[config.mk]
export PLATFORM = sky130hd
export DESIGN_NAME = bcd_ex3_seq
export DESIGN_NICKNAME = d
export VERILOG_FILES = /design/src/rtl/bcd_ex3_seq.sv
export SDC_FILE = /design/constraint.sdc
export NUM_CORES = 1
export LEC_CHECK = 0
export CAP_MARGIN = 40
export CORE_MARGIN = 10
export CORE_UTILIZATION = 50
export DETAILED_ROUTE_END_ITERATION = 6
export PLACE_DENSITY = 0.84
export SETUP_SLACK_MARGIN = 0.02
export SYNTH_ARGS = -nofsm -noshare
export SYNTH_HDL_FRONTEND = slang
export SYNTH_SLANG_ARGS = --single-unit
[constraint.sdc]
create_clock -name clk -period 3.2 [get_ports clk]
set_clock_uncertainty 0.15 [all_clocks]
set_input_delay 0.96 -clock clk [delete_from_list [all_inputs] [get_ports clk]]
set_output_delay 0.96 -clock clk [all_outputs]
set_load 0.005 [all_outputs]
[src/rtl/bcd_ex3_seq.sv]
// Sequential packed-BCD to Excess-3 converter.
// A word is captured in IDLE. One digit per cycle then passes, LSB digit first,
// through a single shared 4-bit converter. The finished word is held in DONE
// until the consumer takes it.
module bcd_ex3_seq #(
    parameter int DIGITS = 4
) (
    input  logic                  clk,
    input  logic                  rst_n,
    input  logic                  in_valid,
    output logic                  in_ready,
    input  logic [4*DIGITS-1:0]   bcd_in,
    input  logic                  abort,
    output logic                  out_valid,
    input  logic                  out_ready,
    output logic [4*DIGITS-1:0]   ex3_out,
    output logic                  err,
    output logic                  busy
);

    localparam int W     = 4 * DIGITS;
    // One spare bit lets the index reach DIGITS without wrapping.
    localparam int IDX_W = $clog2(DIGITS) + 1;

    typedef enum logic [1:0] {
        IDLE = 2'd0,
        CONV = 2'd1,
        DONE = 2'd2
    } state_t;

    state_t           state;
    logic [W-1:0]     in_reg;
    logic [W-1:0]     res_reg;
    logic             err_reg;
    logic [IDX_W-1:0] idx;

    logic [3:0]       cur_digit;
    logic [3:0]       cur_ex3;
    logic             cur_bad;
    logic             last_digit;

    // A non-BCD digit (10..15) maps to the all-ones marker 4'hF.
    function automatic logic [3:0] ex3_digit(input logic [3:0] d);
        if (d > 4'd9) begin
            return 4'hF;
        end
        return d + 4'd3;
    endfunction

    function automatic logic digit_invalid(input logic [3:0] d);
        return (d > 4'd9);
    endfunction

    // Select the digit addressed by idx and feed it to the one shared converter.
    always_comb begin
        cur_digit = 4'h0;
        for (int i = 0; i < DIGITS; i++) begin
            if (idx == IDX_W'(i)) begin
                cur_digit = in_reg[i*4 +: 4];
            end
        end
        cur_ex3    = ex3_digit(cur_digit);
        cur_bad    = digit_invalid(cur_digit);
        last_digit = (idx == IDX_W'(DIGITS - 1));
    end

    assign ex3_out = res_reg;
    assign err     = err_reg;

    // Control FSM with registered handshake and status outputs.
    always_ff @(posedge clk or negedge rst_n) begin
        if (!rst_n) begin
            state     <= IDLE;
            in_ready  <= 1'b1;
            out_valid <= 1'b0;
            busy      <= 1'b0;
            in_reg    <= '0;
            res_reg   <= '0;
            err_reg   <= 1'b0;
            idx       <= '0;
        end else begin
            case (state)
                IDLE: begin
                    // abort is ignored here; a pending word is accepted normally.
                    if (in_valid) begin
                        in_reg   <= bcd_in;
                        res_reg  <= '0;
                        err_reg  <= 1'b0;
                        idx      <= '0;
                        state    <= CONV;
                        in_ready <= 1'b0;
                        busy     <= 1'b1;
                    end
                end
                CONV: begin
                    if (abort) begin
                        // Leave the partial result untouched; it is simply discarded.
                        state    <= IDLE;
                        in_ready <= 1'b1;
                        busy     <= 1'b0;
                    end else begin
                        for (int i = 0; i < DIGITS; i++) begin
                            if (idx == IDX_W'(i)) begin
                                res_reg[i*4 +: 4] <= cur_ex3;
                            end
                        end
                        if (cur_bad) begin
                            err_reg <= 1'b1;
                        end
                        idx <= idx + 1'b1;
                        if (last_digit) begin
                            state     <= DONE;
                            busy      <= 1'b0;
                            out_valid <= 1'b1;
                        end
                    end
                end
                DONE: begin
                    // abort wins over the handshake; both lead back to IDLE
                    // without touching the held result.
                    if (abort) begin
                        state     <= IDLE;
                        out_valid <= 1'b0;
                        in_ready  <= 1'b1;
                    end else if (out_ready) begin
                        state     <= IDLE;
                        out_valid <= 1'b0;
                        in_ready  <= 1'b1;
                    end
                end
                default: begin
                    state     <= IDLE;
                    in_ready  <= 1'b1;
                    out_valid <= 1'b0;
                    busy      <= 1'b0;
                end
            endcase
        end
    end

endmodule

; ---- Word-level counts from Yosys, hierarchy flattened
; Index checks and enable logic that the tools add are counted.
[classes]
n_lt_le_gt_ge = 1
eq_ne = 15
mux = 40
reduce_logical = 14
bitwise_logic = 2
n_addsub = 2
[ops]
columns = cell, n
row1 = two-way mux 4 bit, 10
row2 = two-way mux 16 bit, 2
row3 = one-hot mux 16 bit (2 select lines), 1
row4 = AND reduction 4 bit, 6
row5 = "!= test 2 bit, second input constant", 8
row6 = two-way mux 1 bit, 14
row7 = AND reduction 3 bit, 4
row8 = two-way mux 2 bit, 5
row9 = one-hot mux 1 bit (3 select lines), 3
row10 = "== test 3 x 2 -> 1 bit, second input constant", 2
row11 = two-way mux 3 bit, 2
row12 = "!= test 3 bit, second input constant", 2
row13 = one-hot mux 2 bit (3 select lines), 1
row14 = one-hot mux 3 bit (2 select lines), 1
row15 = "adder 4 x 2 -> 4 bit, second input constant", 1
row16 = "> comparator 4 bit, second input constant", 1
row17 = "adder 3 x 1 -> 3 bit, second input constant", 1
row18 = "== test 3 x 1 -> 1 bit, second input constant", 1
row19 = logical NOT 3 bit, 1
row20 = "== test 2 x 1 -> 1 bit, second input constant", 1
row21 = "== test 2 bit, second input constant", 1
row22 = logical NOT 2 bit, 1
row23 = NOT 1 bit, 2
row24 = one-hot mux 1 bit (2 select lines), 1
row25 = 2 further kinds, 2
[totals]
elab_cells = 85
ff_bits = 41
output_inout_bits = 20
input_bits = 21

; ---- Depth between registers and ports, before layout
[depth]
word_depth = 11
depth_mapped = 11
depth_no_buf = 10

; ---- Worst setup path before layout
; Ideal clock, no wire load.
[synth_timing]
kind = register to register
startpoint = register idx[0]
endpoint = register res_reg[10], in the netlist ex3_out[10]
period_less_slack_ns = 2.458
arrival_ns = 2.187
setup_slack_ns = 0.742
n_path_buf = 1
t_required_ns = 2.928
setup_time_ns = 0.122
path_stages_with_launch = 10
path_cell_list = dfrtp_1 > ha_1 > ha_1 > buf_4 > nor2_2 > o211ai_1 > and2_1 > ha_1 > or3_4 > a32o_1
[synth_between]
elab_chain_cells = 11
elab_cells_between_ends = 17
classes_between = add/sub (1) / order compare (1) / eq/ne (4) / mux (9) / reduce/logical (2)
[synth_lines]
columns = item, line
row1 = start: declaration, 35  ; logic [IDX_W-1:0] idx;
row2 = start signal: assignment, 110  ; idx <= idx + 1'b1;
row3 = logical NOT 3 bit, 58  ; if (idx == IDX_W'(i)) begin
row4 = two-way mux 4 bit (4 in series), 58
row5 = > comparator 4 bit, 44  ; if (d > 4'd9) begin
row6 = two-way mux 1 bit, 44
row7 = two-way mux 4 bit, 47  ; return d + 4'd3;
row8 = two-way mux 4 bit, 103  ; if (idx == IDX_W'(i)) begin
row9 = two-way mux 16 bit, 96  ; if (abort) begin
row10 = one-hot mux 16 bit (2 select lines), 82  ; case (state)
row11 = end signal: indexed assignment, 104  ; res_reg[i*4 +: 4] <= cur_ex3;
row12 = end: declaration, 33  ; logic [W-1:0] res_reg;
; Several ways; a longest one is shown, not always the timed one. The select of a mux whose other input is x is not followed.
; A chain may end at the register's enable or synchronous reset.

; ---- Worst setup path in the final report
[layout_timing]
startpoint = register idx[1]
endpoint = register res_reg[0], in the netlist ex3_out[0]
[layout_between]
elab_chain_cells = 11
elab_cells_between_ends = 17
classes_between = add/sub (1) / order compare (1) / eq/ne (4) / mux (9) / reduce/logical (2)
[layout_lines]
columns = item, line
row1 = logical NOT 3 bit, "58, 103"
row2 = two-way mux 4 bit (4 in series), 58
row3 = > comparator 4 bit, 44
row4 = two-way mux 1 bit, 44
row5 = two-way mux 4 bit, 47
row6 = two-way mux 4 bit, 103
row7 = two-way mux 16 bit, 96
row8 = one-hot mux 16 bit (2 select lines), 82
; Several ways; a longest one is shown, not always the timed one. The select of a mux whose other input is x is not followed.

==> impl_results.md <==
* Outcome: finished, final reports clean
* Most common cell in the netlist: dfrtp_1
* Crit Path Class: register to register
* Vias in the first global route at 1551
* # DRC at 0
* Largest fanout on the critical path at 10
* Worst setup EP type: register
* Register area at 1030 µm²
* CORE AREA at 3740 µm²
* Root buffer cell: clkbuf_8
* Syn nets at 208
* Clock power frac at 0.142
* Setup TNS at 0 ns
* Area contributors post-synth: dfrtp_1, mux2_2, ha_1
* Pwr/cell area at 949 nW/µm²
* First-pass DRT Iterations at 4
* Flop pwr share at 0.358
* Post-DP HPWL at 3290 µm
* FFs w/ async S/R, synth at 1.00
* Tcrit/Tclk final at 0.841
* Fillers at 308
* Warnings from Yosys at 0
* Htree depth at 2
* Relative slew slack at 0.733
* Leading area contributor after synthesis: dfrtp_1
* Highest metal used: met4
* Post-synth top area share at 0.505
* DR WL/cell at 15.6 µm
* Vias at 1455
* FP Rows at 22
* Power Total at 0.00237 W
* Clk sink count at 41
* Initial antenna violation count at 0
* CTS tree: built
* Total congestion overflow at 0
* Gate Count Post-Synth at 180
* Port Buffer Count at 40
* Pin count of the biggest net entering global routing at 27
* Die area at 6890 µm²
* Req. time, crit path at 3.21 ns
* EDFF count, synth at 0
* CTS Buffer Depth at 2
* Antenna-violating nets left at 0
* Setup Buffers After CTS at 0
* Max-slew violation count at 0
* Layout area overhead at 26.0%
* CP Launch Type: register
* Post-synthesis register bit count at 41
* Commonest cells post-synth: dfrtp_1, nand2_1, o21ai_0
* Setup violations, final at 0
* Worst-path clk slew at 0.07 ns
* M1 WL at 1900 µm
* Hold crit path type: register to register
* Synth unique cells at 41
* Post-route minimum period at 2.69 ns
* GP Congestion at 0.777
* Hold buffer count at cts at 0
* CTS Buf Count at 5
* Final Hold Viols at 0
* # Max-Cap Violations at 0
* Vias/cell at 5.37
* ANT cells at 0
* Synth Flop Type: dfrtp_1
* DRT Wirelength at 4220 µm
* WL met2 at 1970 µm
* RSZ-0062 raised after global routing: no
* Multi-input gate area at 872 µm²
* Crit path DAT at 2.70 ns
* Slowest cell on the critical path: dfrtp_1
* Max incr delay on CP at 0.42 ns
* Post-CTS sizing at 0
* Switching Share at 0.365
* Max Fclk at 0.371 GHz
* Worst-Margin Slew at 0.400 ns
* Leakage at 1.08 nW
* GR Util All Layers at 0.124
* Net Sw Power at 0.000865 W
* Met3 wire length at 261 µm
* Die Width at 83.0 µm
* Initial Utilization at 0.530
* First-pass GRT wire length at 7270 µm
* Share of layout cells above drive strength 1 at 0.175
* I/O Pins at 41
* Seq/Total Area, Yosys at 0.518
* Critical path's most frequent cell: ha_1
* Syn avg cell area at 11.0 µm²
* Worst-path cell chain: inv_1 -> ha_1 -> and3b_2 -> o211ai_1 -> and2_1 -> ha_1 -> o22ai_1 -> a21oi_1 -> o21ai_0
* Number of nets in the layout at 251
* Iter 0 DRT Violations at 63
* Cell-internal power at 0.00151 W
* Worst skew pair latency at 0.29 ns
* Die H at 83.0 µm
* Cell Area, Synth at 1980 µm²
* Logic gate share of total power at 0.500
* Maximum vdd drop at 0.000515 V
final cells by class:
cell class | instances | share of cell area
timing repair buffer | 43 | 0.172
clock buffer | 7 | 0.0346
sequential | 41 | 0.411
tap | 48 | 0.0240
inverter | 6 | 0.00901
multi-input combinational | 126 | 0.349
cell usage in the layout, fill, tap and decap left out, types with 6 or more instances in the layout:
cell              n
o21ai_0          17
nor2_1           12
ha_1              7
clkdlybuf4s50_1  39
nand2_1          23
inv_1             6
clkbuf_8          6
mux2_2           16
dfrtp_1          40
metal layers:
| layer | vias to the layer above | track usage |
|---|---|---|
| met1 | 688 | 0.144 |
| li1 | 717 | - |
| met5 | - | 0 |
| met4 | 0 | 0.0462 |
| met2 | 39 | 0.198 |
| met3 | 11 | 0.0518 |
kinds of logic (layout without fill, tap and decap cells):
logic type / after synthesis / count (layout) / synth area share
buffers and inverters: 13 / 56 / 0.0423
AO/OA/AOI/OAI: 42 / 42 / 0.142
adder cells (fa/ha/maj): 7 / 7 / 0.0442
flip-flops: 41 / 41 / 0.518
AND/OR/NAND/NOR: 61 / 61 / 0.163
multiplexers: 16 / 16 / 0.0909
metrics by stage:
| stage | hold slack, ns | area (µm²) | instances | setup slack, ns | util |
|---|---|---|---|---|---|
| 4_1_cts | 0.318 | 2500 | 271 | 0.499 | 0.667 |
| 6_report | 0.313 | 2500 | 271 | 0.508 | 0.667 |
| 3_3_place_gp | 0.298 | 2390 | 263 | 0.615 | 0.639 |
| 5_1_grt | 0.357 | 2500 | 271 | 0.235 | 0.667 |
| 3_5_place_dp | 0.307 | 2410 | 264 | 0.522 | 0.644 |
| 2_1_floorplan | 0.301 | 1980 | 180 | 0.742 | - |
power by group through the flow:
stage	clock [W]	combinational, W	sequential, W
after global routing	0.000366	0.00134	0.000877
after global placement	0	0.00116	0.000853
after detailed placement	0	0.00119	0.000860
after floorplan	0	0.000788	0.000832
final	0.000337	0.00119	0.000848
after CTS	0.000344	0.00120	0.000850
worst max-delay path, delay by kind of cell (launching register included):
kind                     cells  cell delay, ns
AND/OR/NAND/NOR              2            0.45
adder cells (fa/ha/maj)      2            0.59
buffers and inverters        1            0.10
AO/OA/AOI/OAI                4            0.86
flip-flops                   1            0.42
final timing paths:
check                                startpoint                      to  slack, ns  cells past startpoint
max reg2reg                  idx[1]$_DFFE_PN0P_  ex3_out[0]$_DFFE_PN0P_       0.51                      9
min                        in_ready$_DFFE_PN1P_    in_ready$_DFFE_PN1P_       0.31                      2
min reg2reg                in_ready$_DFFE_PN1P_    in_ready$_DFFE_PN1P_       0.31                      2
min in group asynchronous                 rst_n    state[1]$_DFFE_PN0P_       0.42                      1
max in group asynchronous                 rst_n   in_reg[8]$_DFFE_PN0P_       2.02                      2
max                          idx[1]$_DFFE_PN0P_  ex3_out[0]$_DFFE_PN0P_       0.51                      9
Power figures use the tool's default switching activity.
